<file path="config.mk">
export PLATFORM = sky130hd
export DESIGN_NAME = frame_scanout_flat
export DESIGN_NICKNAME = d
export VERILOG_FILES = /design/src/rtl/frame_scanout_if.sv /design/src/rtl/frame_scanout.sv /design/src/flat_wrapper.sv
export SDC_FILE = /design/constraint.sdc
export NUM_CORES = 1
export LEC_CHECK = 0
export CORE_MARGIN = 3
export CORE_UTILIZATION = 49
export CTS_CLUSTER_SIZE = 14
export DETAILED_ROUTE_END_ITERATION = 10
export PLACE_DENSITY = 0.79
export SYNTH_ARGS = -nofsm -noshare
export SYNTH_HDL_FRONTEND = slang
export SYNTH_SLANG_ARGS = --single-unit
</file>
<file path="constraint.sdc">
create_clock -name clk -period 2.9 [get_ports clk]
set_input_delay 0.58 -clock clk [delete_from_list [all_inputs] [get_ports clk]]
set_output_delay 0.58 -clock clk [all_outputs]
set_load 0.01 [all_outputs]
</file>
<file path="src/rtl/frame_scanout_if.sv">
// Scan-out bus: VGA timing requests, frame-buffer RAM port, pixel output.
// The slave side is the scan-out engine; master is timing + RAM.
interface frame_scanout_if #(
  parameter int H_ACTIVE = 64,
  parameter int V_ACTIVE = 48,
  parameter int PIX_W    = 9
);
  localparam int AW = $clog2(H_ACTIVE * V_ACTIVE);

  logic             frame_ready;
  logic             frame_start;
  logic             pixel_req;
  logic             rd_en;
  logic [AW-1:0]    rd_addr;
  logic [PIX_W-1:0] rd_data;
  logic [PIX_W-1:0] pixel_out;
  logic             pixel_valid;
  logic             sync_err;
  logic             frame_done;

  modport master (
    output frame_ready, frame_start, pixel_req, rd_data,
    input  rd_en, rd_addr, pixel_out, pixel_valid,
    input  sync_err, frame_done
  );

  modport slave (
    input  frame_ready, frame_start, pixel_req, rd_data,
    output rd_en, rd_addr, pixel_out, pixel_valid,
    output sync_err, frame_done
  );
endinterface

</file>
<file path="src/rtl/frame_scanout.sv">
// Frame-buffer scan-out: raster walk with SCALExSCALE upscaling,
// fixed 2-cycle request-to-pixel latency, black until a frame is ready.
module frame_scanout #(
  parameter int H_ACTIVE = 64,
  parameter int V_ACTIVE = 48,
  parameter int SCALE    = 10,
  parameter int PIX_W    = 9
) (
  input  logic           clk,
  input  logic           reset,
  frame_scanout_if.slave bus
);
  localparam int AW = $clog2(H_ACTIVE * V_ACTIVE);
  localparam int XW = $clog2(H_ACTIVE);
  localparam int YW = $clog2(V_ACTIVE);
  localparam int SW = $clog2(SCALE);

  localparam logic [SW-1:0] S_MAX = SW'(SCALE - 1);
  localparam logic [XW-1:0] X_MAX = XW'(H_ACTIVE - 1);
  localparam logic [YW-1:0] Y_MAX = YW'(V_ACTIVE - 1);

  typedef enum logic [1:0] {
    ST_IDLE,
    ST_WAIT,
    ST_SCAN
  } state_t;

  state_t        r_state, w_state_n;
  logic [SW-1:0] r_sub_x, r_sub_y;
  logic [XW-1:0] r_src_x;
  logic [YW-1:0] r_src_y;
  logic [AW-1:0] r_row_base;
  logic          r_rd_en;
  logic [AW-1:0] r_rd_addr;
  logic          r_sync_err;
  logic          r_frame_done;
  logic          r_v1, r_v2, r_live2;

  logic          w_restart, w_issue;
  logic          w_err_n, w_done_n;
  logic [SW-1:0] w_b_sx, w_b_sy, w_sx_n, w_sy_n;
  logic [XW-1:0] w_b_x, w_x_n;
  logic [YW-1:0] w_b_y, w_y_n;
  logic [AW-1:0] w_b_rb, w_rb_n, w_addr_n;
  logic [PIX_W-1:0] w_pix;

  always_comb begin
    w_state_n = r_state;
    w_restart = 1'b0;
    w_issue   = 1'b0;
    w_err_n   = 1'b0;
    w_done_n  = 1'b0;
    unique case (r_state)
      ST_IDLE: begin
        if (bus.frame_ready) w_state_n = ST_WAIT;
      end
      ST_WAIT: begin
        if (bus.frame_start && bus.frame_ready) begin
          w_state_n = ST_SCAN;
          w_restart = 1'b1;
          w_issue   = bus.pixel_req;
        end else if (!bus.frame_ready) begin
          w_state_n = ST_IDLE;
        end
      end
      ST_SCAN: begin
        w_issue   = bus.pixel_req;
        w_restart = bus.frame_start;
        w_err_n   = bus.frame_start;
      end
      default: w_state_n = ST_IDLE;
    endcase

    // A restart zeroes the walk before a same-cycle request is served
    w_b_sx = w_restart ? '0 : r_sub_x;
    w_b_x  = w_restart ? '0 : r_src_x;
    w_b_sy = w_restart ? '0 : r_sub_y;
    w_b_y  = w_restart ? '0 : r_src_y;
    w_b_rb = w_restart ? '0 : r_row_base;

    w_sx_n   = w_b_sx;
    w_x_n    = w_b_x;
    w_sy_n   = w_b_sy;
    w_y_n    = w_b_y;
    w_rb_n   = w_b_rb;
    w_addr_n = r_rd_addr;

    if (w_issue) begin
      w_addr_n = w_b_rb + AW'(w_b_x);
      if (w_b_sx != S_MAX) begin
        w_sx_n = w_b_sx + SW'(1);
      end else begin
        w_sx_n = '0;
        if (w_b_x != X_MAX) begin
          w_x_n = w_b_x + XW'(1);
        end else begin
          w_x_n = '0;
          if (w_b_sy != S_MAX) begin
            w_sy_n = w_b_sy + SW'(1);
          end else begin
            w_sy_n = '0;
            if (w_b_y != Y_MAX) begin
              w_y_n  = w_b_y + YW'(1);
              w_rb_n = w_b_rb + AW'(H_ACTIVE);
            end else begin
              w_y_n     = '0;
              w_rb_n    = '0;
              w_done_n  = 1'b1;
              w_state_n = ST_WAIT;
            end
          end
        end
      end
    end
  end

  always_ff @(posedge clk) begin
    if (reset) begin
      r_state      <= ST_IDLE;
      r_sub_x      <= '0;
      r_src_x      <= '0;
      r_sub_y      <= '0;
      r_src_y      <= '0;
      r_row_base   <= '0;
      r_rd_en      <= 1'b0;
      r_rd_addr    <= '0;
      r_sync_err   <= 1'b0;
      r_frame_done <= 1'b0;
      r_v1         <= 1'b0;
      r_v2         <= 1'b0;
      r_live2      <= 1'b0;
    end else begin
      r_state      <= w_state_n;
      r_sub_x      <= w_sx_n;
      r_src_x      <= w_x_n;
      r_sub_y      <= w_sy_n;
      r_src_y      <= w_y_n;
      r_row_base   <= w_rb_n;
      r_rd_en      <= w_issue;
      r_rd_addr    <= w_addr_n;
      r_sync_err   <= w_err_n;
      r_frame_done <= w_done_n;
      r_v1         <= bus.pixel_req;
      r_v2         <= r_v1;
      r_live2      <= r_rd_en;
    end
  end

  // Black unless this slot's request actually read the RAM
  assign w_pix = (r_v2 && r_live2) ? bus.rd_data : '0;

  assign bus.rd_en       = r_rd_en;
  assign bus.rd_addr     = r_rd_addr;
  assign bus.pixel_out   = w_pix;
  assign bus.pixel_valid = r_v2;
  assign bus.sync_err    = r_sync_err;
  assign bus.frame_done  = r_frame_done;
endmodule

</file>
<file path="src/flat_wrapper.sv">
// flat-port wrapper written by rule: the top's interface ports become plain ports
module frame_scanout_flat 
#(
  parameter int H_ACTIVE = 64,
  parameter int V_ACTIVE = 48,
  parameter int SCALE    = 10,
  parameter int PIX_W    = 9
)
  (clk, reset, bus_frame_ready, bus_frame_start, bus_pixel_req, bus_rd_data, bus_rd_en, bus_rd_addr, bus_pixel_out, bus_pixel_valid, bus_sync_err, bus_frame_done);
  frame_scanout_if #(.H_ACTIVE(H_ACTIVE), .V_ACTIVE(V_ACTIVE), .PIX_W(PIX_W)) bus_i ();
  input  logic clk;
  input  logic reset;
  input wire logic [$bits(bus_i.frame_ready)-1:0] bus_frame_ready;
  input wire logic [$bits(bus_i.frame_start)-1:0] bus_frame_start;
  input wire logic [$bits(bus_i.pixel_req)-1:0] bus_pixel_req;
  input wire logic [$bits(bus_i.rd_data)-1:0] bus_rd_data;
  output wire logic [$bits(bus_i.rd_en)-1:0] bus_rd_en;
  output wire logic [$bits(bus_i.rd_addr)-1:0] bus_rd_addr;
  output wire logic [$bits(bus_i.pixel_out)-1:0] bus_pixel_out;
  output wire logic [$bits(bus_i.pixel_valid)-1:0] bus_pixel_valid;
  output wire logic [$bits(bus_i.sync_err)-1:0] bus_sync_err;
  output wire logic [$bits(bus_i.frame_done)-1:0] bus_frame_done;
  assign bus_i.frame_ready = bus_frame_ready;
  assign bus_i.frame_start = bus_frame_start;
  assign bus_i.pixel_req = bus_pixel_req;
  assign bus_i.rd_data = bus_rd_data;
  assign bus_rd_en = bus_i.rd_en;
  assign bus_rd_addr = bus_i.rd_addr;
  assign bus_pixel_out = bus_i.pixel_out;
  assign bus_pixel_valid = bus_i.pixel_valid;
  assign bus_sync_err = bus_i.sync_err;
  assign bus_frame_done = bus_i.frame_done;
  frame_scanout #(.H_ACTIVE(H_ACTIVE), .V_ACTIVE(V_ACTIVE), .SCALE(SCALE), .PIX_W(PIX_W)) u_core (.clk(clk), .reset(reset), .bus(bus_i));
endmodule
</file>
# Word-level counts from Yosys, hierarchy flattened
# Index checks and enable logic that the tools add are counted.
[classes]
add_sub_neg = 6
n_eq_ne = 6
n_mux = 39
bitwise = 2
reduce_logical = 5
[op_table]
columns = ["cell", "count"]
rows = [
  ["2-to-1 mux 12 bit", 6],
  ["2-to-1 mux 6 bit", 10],
  ["2-to-1 mux 4 bit", 8],
  ["2-to-1 mux 2 bit", 8],
  ["adder 12 x 6 -> 12 bit", 1],
  ["adder 12 x 7 -> 12 bit, second input constant", 1],
  ["adder 6 x 1 -> 6 bit, second input constant", 2],
  ["inequality test 6 bit, second input constant", 2],
  ["2-to-1 mux 9 bit", 1],
  ["adder 4 x 1 -> 4 bit, second input constant", 2],
  ["inequality test 4 bit, second input constant", 2],
  ["one-hot mux 2 bit (3 select lines)", 1],
  ["OR reduction 5 bit", 1],
  ["one-hot mux 1 bit (2 select lines)", 2],
  ["2-to-1 mux 1 bit", 3],
  ["equality test 2 x 1 -> 1 bit, second input constant", 1],
  ["equality test 2 bit, second input constant", 1],
  ["logical AND 1 bit", 2],
  ["zero test 2 bit", 1],
  ["inverter 1 bit", 2],
  ["OR reduction 2 bit", 1],
]
[totals]
regBits = 52
output_inout_bits = 25
word_cells = 71

# Depth between registers and ports, before layout
# Gate-level depths: netlist of run 1.
[logic_depth]
word_depth = 10
depth_mapped = 14
depth_no_buf = 12

# Worst setup path before layout of run 1
# No wires, ideal clock.
[synth_timing]
path_type = "reg2reg"
from = "register u_core.r_state[1]"
to = "register u_core.r_rd_addr[10], in the netlist u_core.bus.rd_addr[10]"
setup_time_ns = 0.091
arrival_time_ns = 2.993
path_slack_ns = -0.184
stages_incl_launch_ff = 15
synth_period_minus_slack_ns = 3.084
cell_sequence = "dfxtp_1 -> inv_1 -> ha_1 -> nand2_1 -> or2_2 -> clkbuf_1 -> clkbuf_1 -> and2_1 -> ha_1 -> ha_1 -> a221o_1 -> a21boi_0 -> o31a_1 -> o21ai_0 -> a311oi_1"
[synth_via]
elab_chain_cells = 4
[synth_rtl]
columns = ["element", "line", "text"]
rows = [
  ["start: declaration", "frame_scanout.sv:28", "state_t r_state, w_state_n;"],
  ["start signal: assignment", "frame_scanout.sv:133", "r_state <= w_state_n;"],
  ["equality test 2 bit or equality test 2 x 1 -> 1 bit (tied branches)", "frame_scanout.sv:53", "unique case (r_state)"],
  ["one-hot mux 1 bit (2 select lines)", "frame_scanout.sv:53", ""],
  ["2-to-1 mux 12 bit or 2-to-1 mux 6 bit (tied branches)", "frame_scanout.sv:79, frame_scanout.sv:76", ""],
  ["adder 12 x 6 -> 12 bit", "frame_scanout.sv:89", "w_addr_n = w_b_rb + AW'(w_b_x);"],
  ["end signal: assignment", "frame_scanout.sv:140", "r_rd_addr <= w_addr_n;"],
  ["end: declaration", "frame_scanout.sv:34", "logic [AW-1:0] r_rd_addr;"],
]
# Several ways; a longest one is shown, not always the timed one.
# A chain may end at the register's enable or synchronous reset.

# Worst setup path after layout of run 1
[layout_timing]
from = "input port bus_frame_start"
to = "register u_core.r_rd_addr[8], in the netlist u_core.bus.rd_addr[8]"
[layout_via]
elab_chain_cells = 5
[layout_rtl]
columns = ["element", "line", "text"]
rows = [
  ["start: declaration", "flat_wrapper.sv:14", "input wire logic [$bits(bus_i.frame_start)-1:0] bus_frame_start;"],
  ["logical AND 1 bit", "frame_scanout.sv:58", "if (bus.frame_start && bus.frame_ready) begin"],
  ["2-to-1 mux 1 bit", "frame_scanout.sv:58", ""],
  ["one-hot mux 1 bit (2 select lines)", "frame_scanout.sv:53", ""],
  ["2-to-1 mux 12 bit or 2-to-1 mux 6 bit (tied branches)", "frame_scanout.sv:79, frame_scanout.sv:76", ""],
  ["adder 12 x 6 -> 12 bit", "frame_scanout.sv:89", ""],
]
# Several ways; a longest one is shown, not always the timed one.

==> impl_metrics.py, run 1 <==
metrics = {
    "clocking": {
        "hold_buffers": 0,
        "cts_tree": "done",
        "cts.sink_count": 52,
        "cts_root_buf": "clkbuf_8",
        "cts-htree-levels": 2,
        "clk_latency_ps": 310,
        "clk_pin_slew_ps": 100,
        "cts_buffers": 5,
        "clock_path_buffers": 2,
    },
    "sta": {
        "drv_slew": 0,
        "period_minus_slack_ps": 2780,
        "finalHoldViolations": 0,
        "setup_violations": 0,
        "timing.fmax_mhz": 359,
        "fin_tns_setup_ps": 0,
        "relSlewSlack_pct": 70.5,
        "final.setup_skew_ps": 4.58,
        "worstMarginPinSlew_ps": 440,
        "finalCritPeriodShare_pct": 95.9,
    },
    "logic_synthesis": {
        "synth.avg_cell_area_sq_um": 8.11,
        "yosysUniqueCellTypes": 57,
        "synth.yosys.warnings": 0,
        "ys_top_cells_by_area": "dfxtp_1 (37%), ha_1 (4.5%), a21oi_1 (4.3%)",
        "yosysTopAreaCell": "dfxtp_1",
        "ys.flop_type": "dfxtp_1",
        "synth-edff-count": 0,
        "async_flop_share_pct": 0,
        "netlist_area_sq_um": 2810,
        "netlist.area_leader.share_pct": 37.1,
        "synth_seq_area_share_pct": 37.1,
        "ys_ff_latch": 52,
        "synth_nets": 370,
        "syn_inst": 346,
    },
    "run": {
        "cap_violations": 0,
    },
    "worst_setup_path": {
        "cp-end-kind": "flop",
        "cp.required_ps": 3130,
        "crit_type": "in2reg",
        "cp.arrival_ps": 3010,
        "r2r_slack_ps": 190,
        "path_max_fanout": 6,
        "start_kind": "input port",
    },
    "drt": {
        "first_iter_violations": 325,
        "finalWirelength_um": 7500,
        "vias": 2851,
        "wl_per_cell_um": 15.3,
        "vias_per_cell": 5.81,
        "antenna_left": 0,
        "route.detailed.drc": 0,
        "first_pass_iters": 5,
    },
    "floorplan": {
        "die_area_sq_um": 6670,
        "dieHeight_um": 81.7,
        "die-width_um": 81.7,
        "core_area_sq_um": 5340,
        "io_pins": 39,
        "initial_utilization_pct": 52.6,
        "num_rows": 26,
    },
    "global_routing": {
        "first_global_vias": 2609,
        "grt_pass1_wl_um": 12200,
        "grt.total_usage_pct": 23.4,
        "grt_max_degree": 19,
        "antenna_found_initial": 0,
        "grt_overflow": 0,
    },
    "layout": {
        "num_antenna_cells": 0,
        "syn_to_final_growth_pct": 31.7,
        "finalNetCount": 444,
        "drive_gt1_share_pct": 16.2,
        "final-instance-count-excl-fill": 491,
        "layout_common_cells": "dfxtp_1 (50), buf_4 (40), clkdlybuf4s50_1 (37)",
        "layout_commonest_cell": "dfxtp_1",
    },
    "pwr": {
        "p_leak_nw": 1.40,
        "p_per_area_nw_per_um2": 372,
        "ir_drop_mv": 0.216,
    },
    "place": {
        "dp.cells": 477,
        "dpl.hpwl_um": 5410,
        "gp_congestion": 0.918,
        "portBuffers": 38,
    },
    "status": {
        "outcome": "completed",
    },
    "worst_hold_path": {
        "hold_path.class": "reg2reg",
    },
}
per-layer routing:
| metal | wire, um | up-vias | part of all wire (%) | GRT usage (%) |
|---|---|---|---|---|
| li1 | - | 1389 | - | - |
| met1 | 3330 | 1325 | 44 | 29.9 |
| met2 | 3490 | 117 | 46 | 39.8 |
| met3 | 509 | 20 | 6.8 | 4.28 |
| met4 | 177 | 0 | 2.4 | 7.31 |
| met5 | 0 | - | 0 | 0 |
state kept, by name, summed over array words and instances, names as in the netlist:
register and cells:
u_core.r_live2 1, u_core.r_state 2, u_core.bus.rd_addr 12, u_core.r_sub_y 4, u_core.r_src_x 6, u_core.bus.rd_en 1
u_core.r_sub_x 4, u_core.r_v1 1, u_core.bus.frame_done 1, u_core.r_row_base 12, u_core.bus.pixel_valid 1, u_core.r_src_y 6
u_core.bus.sync_err 1
cells by family after synthesis:
family | after synthesis | synth area share, %
compound gates | 73 | 16.7
xor+xnor | 14 | 4.37
fa+ha+maj | 11 | 4.81
buf+inv | 25 | 3.61
flops | 52 | 37.1
mux | 2 | 0.713
simple gates | 169 | 32.7
power breakdown:
part | internal, W | switching (W)
sequential | 0.000720 | 0.00000602
clock | 0.000256 | 0.000255
combinational | 0.0000655 | 0.0000743
synth_stat cells (3+ instances only):
library cell   n
nand2b_1       3
nand4_1        8
dfxtp_1       52
nor2b_1        6
or2_2          4
ha_1          10
nand2_1       31
o211ai_1       3
nor4_1         3
nor3_1        12
inv_1         12
clkbuf_1      10
xnor2_1        7
and2_1        15
a31oi_1        4
a21oi_1       24
and3_1        19
or3_1          8
o21ai_0       14
or4_1          4
nor2_1        30
a311oi_1       3
nand3_1       13
xor2_1         7
worst max-delay path, cell delays in order:
cell and delay [ps]:
clkdlybuf4s50_1 510, nand2_2 90, or2_4 260, and2_1 170
ha_2 180, ha_1 190, a221o_1 300, a21boi_2 170
o31a_1 240, o21bai_1 90, a311oi_1 240
stage by stage:
step	setup slack [ps]	util [%]	hold WS [ps]	total power (W)	area, sq um
floorplan	1.65	-	414	0.000796	2820
global placement	-250	65.4	430	0.000857	3490
detailed placement	-341	65.4	432	0.000859	3490
CTS	64.6	67.8	454	0.00136	3620
global route	-24.4	69.3	466	0.00142	3700
finish	118	69.3	451	0.00138	3700
path summary, 6_finish.rpt:
| check | start | to | cells past startpoint |
|---|---|---|---|
| setup / recovery | bus_frame_start | u_core.bus.rd_addr[8]$_SDFFE_PP0P_ | 11 |
| hold / removal | u_core.r_v1$_SDFF_PP0_ | u_core.bus.pixel_valid$_SDFF_PP0_ | 1 |
| setup reg to reg | u_core.r_state[0]$_SDFF_PP0_ | u_core.bus.rd_addr[8]$_SDFFE_PP0P_ | 12 |
| hold reg to reg | u_core.r_v1$_SDFF_PP0_ | u_core.bus.pixel_valid$_SDFF_PP0_ | 1 |
area by class of cell:
| class | instances | area (sq um) |
|---|---|---|
| fill | 417 | 1640 |
| inverter | 13 | 48.8 |
| timing repair buffer | 78 | 683 |
| clock buffer | 5 | 68.8 |
| multi-input combinational | 270 | 1720 |
| tap | 70 | 87.6 |
| sequential | 52 | 1050 |
| clock inverter | 3 | 42.5 |
timing repair:
action / in CTS / in global routing
setup endpoints to repair: 2 / 6
cloned: 0 / 1
setup buffers: 1 / 4
gates resized for setup: 2 / 11
pin swaps: 1 / 5
No activity file was read; power rests on OpenSTA's default activity.
==> run 2: changes to the inputs <==
--- a/config.mk
+++ b/config.mk
@@ -9,6 +9,7 @@
 export CORE_UTILIZATION = 49
 export CTS_CLUSTER_SIZE = 14
 export DETAILED_ROUTE_END_ITERATION = 10
+export MAX_ROUTING_LAYER = met4
 export PLACE_DENSITY = 0.79
 export SYNTH_ARGS = -nofsm -noshare
 export SYNTH_HDL_FRONTEND = slang
==> run 2 against run 1 <==
First-iteration DRC count down 3.7%. Clock skew is 1.0 ps higher. Fmax is 0.19% lower. Critical path type unchanged. Largest power group unchanged. Highest routed layer unchanged.
==> impl_metrics.py, run 2 (same netlist as run 1, synthesis figures left out) <==
metrics = {
    "worst_setup_path": {
        "r2r_slack_ps": 190,
        "cp.required_ps": 3130,
        "start_kind": "input port",
        "crit_type": "in2reg",
        "rr_endpoint": "u_core.bus.rd_addr[8]$_SDFFE_PP0P_",
        "cp.arrival_ps": 3010,
        "path_max_fanout": 6,
        "r2r_cells": 12,
        "cp-end-kind": "flop",
        "timing.rr.start": "u_core.r_state[0]$_SDFF_PP0_",
    },
    "place": {
        "pre_cts_ws_ps": -341,
        "dpl.hpwl_um": 5410,
        "gp_congestion": 0.934,
        "portBuffers": 38,
    },
    "drt": {
        "finalWirelength_um": 7480,
        "vias_per_cell": 5.86,
        "antenna_left": 0,
        "route.detailed.drc": 0,
        "wl_per_cell_um": 15.2,
        "first_pass_iters": 5,
        "vias": 2876,
        "first_iter_violations": 313,
    },
    "layout": {
        "finalNetCount": 444,
        "syn_to_final_growth_pct": 31.7,
        "fillers": 417,
        "multi_input_area_sq_um": 1720,
        "num_antenna_cells": 0,
        "ff_latch_area_sq_um": 1050,
        "layout_common_cells": "dfxtp_1 (50), buf_4 (40), clkdlybuf4s50_1 (37)",
        "drive_gt1_share_pct": 16.2,
        "layout_commonest_cell": "dfxtp_1",
    },
    "global_routing": {
        "grt_pass1_wl_um": 12100,
        "grt_max_degree": 19,
        "first_global_vias": 2614,
        "grt.total_usage_pct": 24.0,
        "antenna_found_initial": 0,
        "grt_overflow": 0,
    },
    "sta": {
        "setup_violations": 0,
        "period_minus_slack_ps": 2790,
        "worstMarginPinSlew_ps": 464,
        "final.setup_skew_ps": 5.62,
        "fin_tns_setup_ps": 0,
        "finalHoldViolations": 0,
        "finalWorstSetupSlack_ps": 113,
        "relSlewSlack_pct": 68.9,
        "timing.fmax_mhz": 359,
        "finalCritPeriodShare_pct": 96.1,
        "drv_slew": 0,
    },
    "floorplan": {
        "core_area_sq_um": 5340,
        "io_pins": 39,
        "initial_utilization_pct": 52.6,
        "die-width_um": 81.7,
        "die_area_sq_um": 6670,
        "num_rows": 26,
        "dieHeight_um": 81.7,
    },
    "clocking": {
        "cts_buffers": 5,
        "cts_tree": "done",
        "cts-htree-levels": 2,
        "clock_path_buffers": 2,
        "clk_pin_slew_ps": 100,
        "cts_root_buf": "clkbuf_8",
        "cts.sink_count": 52,
        "clk_latency_ps": 310,
        "hold_buffers": 0,
    },
    "pwr": {
        "p_clk_share_pct": 37.0,
        "internal-power_w": 0.00104,
        "p_leak_nw": 1.40,
        "power_frac_seq_pct": 52.8,
        "combPwrFrac_pct": 10.2,
        "p_per_area_nw_per_um2": 372,
        "ir_drop_mv": 0.214,
        "power_switching_w": 0.000334,
        "p_sw_share_pct": 24.3,
    },
    "worst_hold_path": {
        "hold_path.class": "reg2reg",
        "min-delay-start": "u_core.r_v1$_SDFF_PP0_",
        "holdPathStages": 1,
        "min_to": "u_core.bus.pixel_valid$_SDFF_PP0_",
    },
    "run": {
        "cap_violations": 0,
    },
    "status": {
        "outcome": "completed",
    },
}
[run 2: worst max path at each step]
stage	from	cells after the start	end	slack, ps
after detailed placement	bus_frame_ready	11	u_core.bus.rd_addr[10]$_SDFFE_PP0P_	-340
final	bus_frame_start	11	u_core.bus.rd_addr[8]$_SDFFE_PP0P_	110
after global routing	bus_frame_start	9	u_core.bus.rd_addr[10]$_SDFFE_PP0P_	-20
after floorplan	u_core.r_state[0]$_SDFF_PP0_	14	u_core.bus.rd_addr[10]$_SDFFE_PP0P_	2
after global placement	bus_frame_ready	11	u_core.bus.rd_addr[10]$_SDFFE_PP0P_	-250
after CTS	bus_frame_ready	11	u_core.bus.rd_addr[10]$_SDFFE_PP0P_	60
[run 2: per-stage QoR]
step / std cells / hold WS [ps] / util, % / cell area, sq um / power (W)
5_1_grt: 491 / 466 / 69.3 / 3700 / 0.00142
3_3_place_gp: 477 / 430 / 65.4 / 3490 / 0.000857
3_5_place_dp: 477 / 432 / 65.4 / 3490 / 0.000859
4_1_cts: 486 / 454 / 67.8 / 3620 / 0.00136
2_1_floorplan: 346 / 414 / - / 2820 / 0.000796
6_report: 491 / 450 / 69.3 / 3700 / 0.00138
[run 2: cell type report]
cell class	instances	share of cell area (%)
multi-input combinational	270	46.5
sequential	52	28.3
timing repair buffer	78	18.5
tap	70	2.37
clock buffer	5	1.86
inverter	13	1.32
clock inverter	3	1.15
[run 2: repair_timing]
action | in CTS | in global routing
cloned | 0 | 1
buffers inserted | 1 | 4
endpoints found under the setup margin | 2 | 5
gates resized for setup | 2 | 11
pin swaps | 1 | 5
[run 2: routing by layer]
layer	wire length (um)	vias up	GRT usage (%)
met3	534	28	3.29
met2	3430	136	39.8
met1	3280	1325	29.9
met5	0	-	-
li1	-	1387	-
met4	232	0	8.31
[run 2: critical path, stage by stage]
cell and delay, ps:
clkdlybuf4s50_1 510, nand2_2 90, or2_4 260, and2_1 170
ha_2 180, ha_1 190, a221o_1 300, a21boi_2 180
o31a_1 230, o21bai_1 90, a311oi_1 240
[run 2: power groups by stage]
stage / sequential [W] / combinational (W) / clock [W]
6_report: 0.000727 / 0.000140 / 0.000509
5_1_grt: 0.000728 / 0.000151 / 0.000542
4_1_cts: 0.000727 / 0.000116 / 0.000513
3_5_place_dp: 0.000744 / 0.000115 / 0
3_3_place_gp: 0.000743 / 0.000114 / 0
2_1_floorplan: 0.000744 / 0.0000525 / 0
==> run 3: changes to the inputs <==
--- a/config.mk
+++ b/config.mk
@@ -10,7 +10,7 @@
 export CTS_CLUSTER_SIZE = 14
 export DETAILED_ROUTE_END_ITERATION = 10
 export MAX_ROUTING_LAYER = met4
-export PLACE_DENSITY = 0.79
+export PLACE_DENSITY = 0.8
 export SYNTH_ARGS = -nofsm -noshare
 export SYNTH_HDL_FRONTEND = slang
 export SYNTH_SLANG_ARGS = --single-unit
==> run 3 against run 2 <==
First-iteration DRC count decreased by 7.3%. Global-route usage hardly changed. Clock skew rose by 4.5 ps. Largest power group unchanged.
==> impl_metrics.py, run 3 (same netlist as run 1, synthesis figures left out) <==
metrics = {
    "status": {
        "outcome": "completed",
    },
    "clocking": {
        "hold_buffers": 0,
        "clock_path_buffers": 2,
        "cts_buffers": 5,
        "cts.sink_count": 52,
        "cts-htree-levels": 2,
        "cts_tree": "done",
        "clk_latency_ps": 320,
        "clk_pin_slew_ps": 100,
        "cts_root_buf": "clkbuf_8",
    },
    "layout": {
        "layout_common_cells": "dfxtp_1 (50), clkdlybuf4s50_1 (37), buf_4 (35)",
        "drive_gt1_share_pct": 14.0,
        "num_antenna_cells": 0,
        "finalNetCount": 438,
        "final_cell_area_sq_um": 3630,
        "layout_commonest_cell": "dfxtp_1",
        "final_core_utilization_pct": 68.1,
        "syn_to_final_growth_pct": 29.3,
    },
    "drt": {
        "route.detailed.drc": 0,
        "first_pass_iters": 5,
        "wl_per_cell_um": 15.0,
        "first_iter_violations": 290,
        "vias": 2766,
        "finalWirelength_um": 7270,
        "vias_per_cell": 5.70,
        "antenna_left": 0,
    },
    "global_routing": {
        "grt_max_degree": 25,
        "first_global_vias": 2621,
        "grt_overflow": 0,
        "antenna_found_initial": 0,
        "grt.total_usage_pct": 24.0,
        "grt_pass1_wl_um": 12100,
    },
    "pwr": {
        "p_per_area_nw_per_um2": 379,
        "p_leak_nw": 1.38,
        "ir_drop_mv": 0.228,
    },
    "worst_setup_path": {
        "timing.rr.start": "u_core.r_state[1]$_SDFF_PP0_",
        "cp.required_ps": 3150,
        "r2r_slack_ps": 130,
        "worst-path-buf-inv": 3,
        "crit_chain": "inv_1 -> ha_1 -> nand2_2 -> or2_4 -> buf_4 -> and2_1 -> ha_1 -> and3_1 -> o2111a_2 -> buf_4 -> or3_1 -> a21oi_1",
        "slowest_stage": "dfxtp_2",
        "cp_top_family": "simple AND/OR/NAND/NOR gates",
        "rr_endpoint": "u_core.r_row_base[6]$_SDFF_PP0_",
        "start_kind": "flop",
        "r2r_cells": 12,
        "cp.arrival_ps": 3020,
        "path_max_fanout": 9,
        "cp-end-kind": "flop",
        "crit_type": "reg2reg",
        "max_stage_delay_ps": 370,
    },
    "sta": {
        "period_minus_slack_ps": 2770,
        "worstMarginPinSlew_ps": 469,
        "fin_tns_setup_ps": 0,
        "relSlewSlack_pct": 68.3,
        "timing.hold.ws_ps": 452,
        "timing.fmax_mhz": 361,
        "drv_slew": 0,
        "final.setup_skew_ps": 10.1,
        "finalHoldViolations": 0,
        "finalCritPeriodShare_pct": 95.6,
        "setup_violations": 0,
    },
    "run": {
        "cap_violations": 0,
    },
    "floorplan": {
        "dieHeight_um": 81.7,
        "io_pins": 39,
        "die-width_um": 81.7,
        "initial_utilization_pct": 52.6,
        "num_rows": 26,
        "core_area_sq_um": 5340,
        "die_area_sq_um": 6670,
    },
    "worst_hold_path": {
        "min_to": "u_core.bus.rd_addr[3]$_SDFFE_PP0P_",
        "min-delay-start": "u_core.bus.rd_addr[3]$_SDFFE_PP0P_",
        "holdPathStages": 2,
        "hold_path.class": "reg2reg",
    },
    "place": {
        "gp_congestion": 0.939,
        "dpl_cell_area_sq_um": 3480,
        "dpl.hpwl_um": 5470,
        "portBuffers": 38,
    },
}
run 3: worst max path at each step:
stage,startpoint,end,cells past startpoint
after floorplan,u_core.r_state[0]$_SDFF_PP0_,u_core.bus.rd_addr[10]$_SDFFE_PP0P_,14
after global placement,bus_frame_ready,u_core.bus.rd_addr[11]$_SDFFE_PP0P_,10
after detailed placement,bus_frame_ready,u_core.bus.rd_addr[11]$_SDFFE_PP0P_,10
after CTS,bus_frame_ready,u_core.bus.rd_addr[10]$_SDFFE_PP0P_,11
after global routing,u_core.r_state[1]$_SDFF_PP0_,u_core.bus.rd_addr[10]$_SDFFE_PP0P_,12
final,u_core.r_state[1]$_SDFF_PP0_,u_core.r_row_base[6]$_SDFF_PP0_,12
run 3: cell type report:
cell class | count | area, sq um
timing repair buffer | 73 | 646
sequential | 52 | 1050
multi-input combinational | 269 | 1680
clock inverter | 2 | 38.8
tap | 70 | 87.6
inverter | 13 | 48.8
fill | 424 | 1700
clock buffer | 6 | 82.6
run 3: routing by layer:
metal  wire (um)  GRT usage [%]
met5           0              -
met4          78           7.48
met3         502           4.82
met2        3530           41.0
met1        3160           28.5
run 3: repair_timing:
action | CTS | global route
resized for setup | 2 | 4
endpoints found under the setup margin | 3 | 4
pin swaps | 1 | 3
setup buffers | 1 | 0
run 3: tightest hold or removal path, cell delays in order (launching register included):
cell,delay (ps)
dfxtp_1,320
nand2_1,50
a21oi_1,50
run 3: power by group:
group / internal, W / total, W / switching [W] / leakage, nW
sequential: 0.000721 / 0.000727 / 0.00000633 / 0.421
clock: 0.000282 / 0.000530 / 0.000247 / 0.0614
combinational: 0.0000550 / 0.000120 / 0.0000649 / 0.900
run 3: metrics by stage:
step                      power, W  setup slack, ps  instances
final                      0.00138              127        485
after global routing       0.00142            -15.3        485
after CTS                  0.00138             65.9        485
after detailed placement  0.000861             -374        476
after global placement    0.000859             -349        476
after floorplan           0.000796             1.65        346
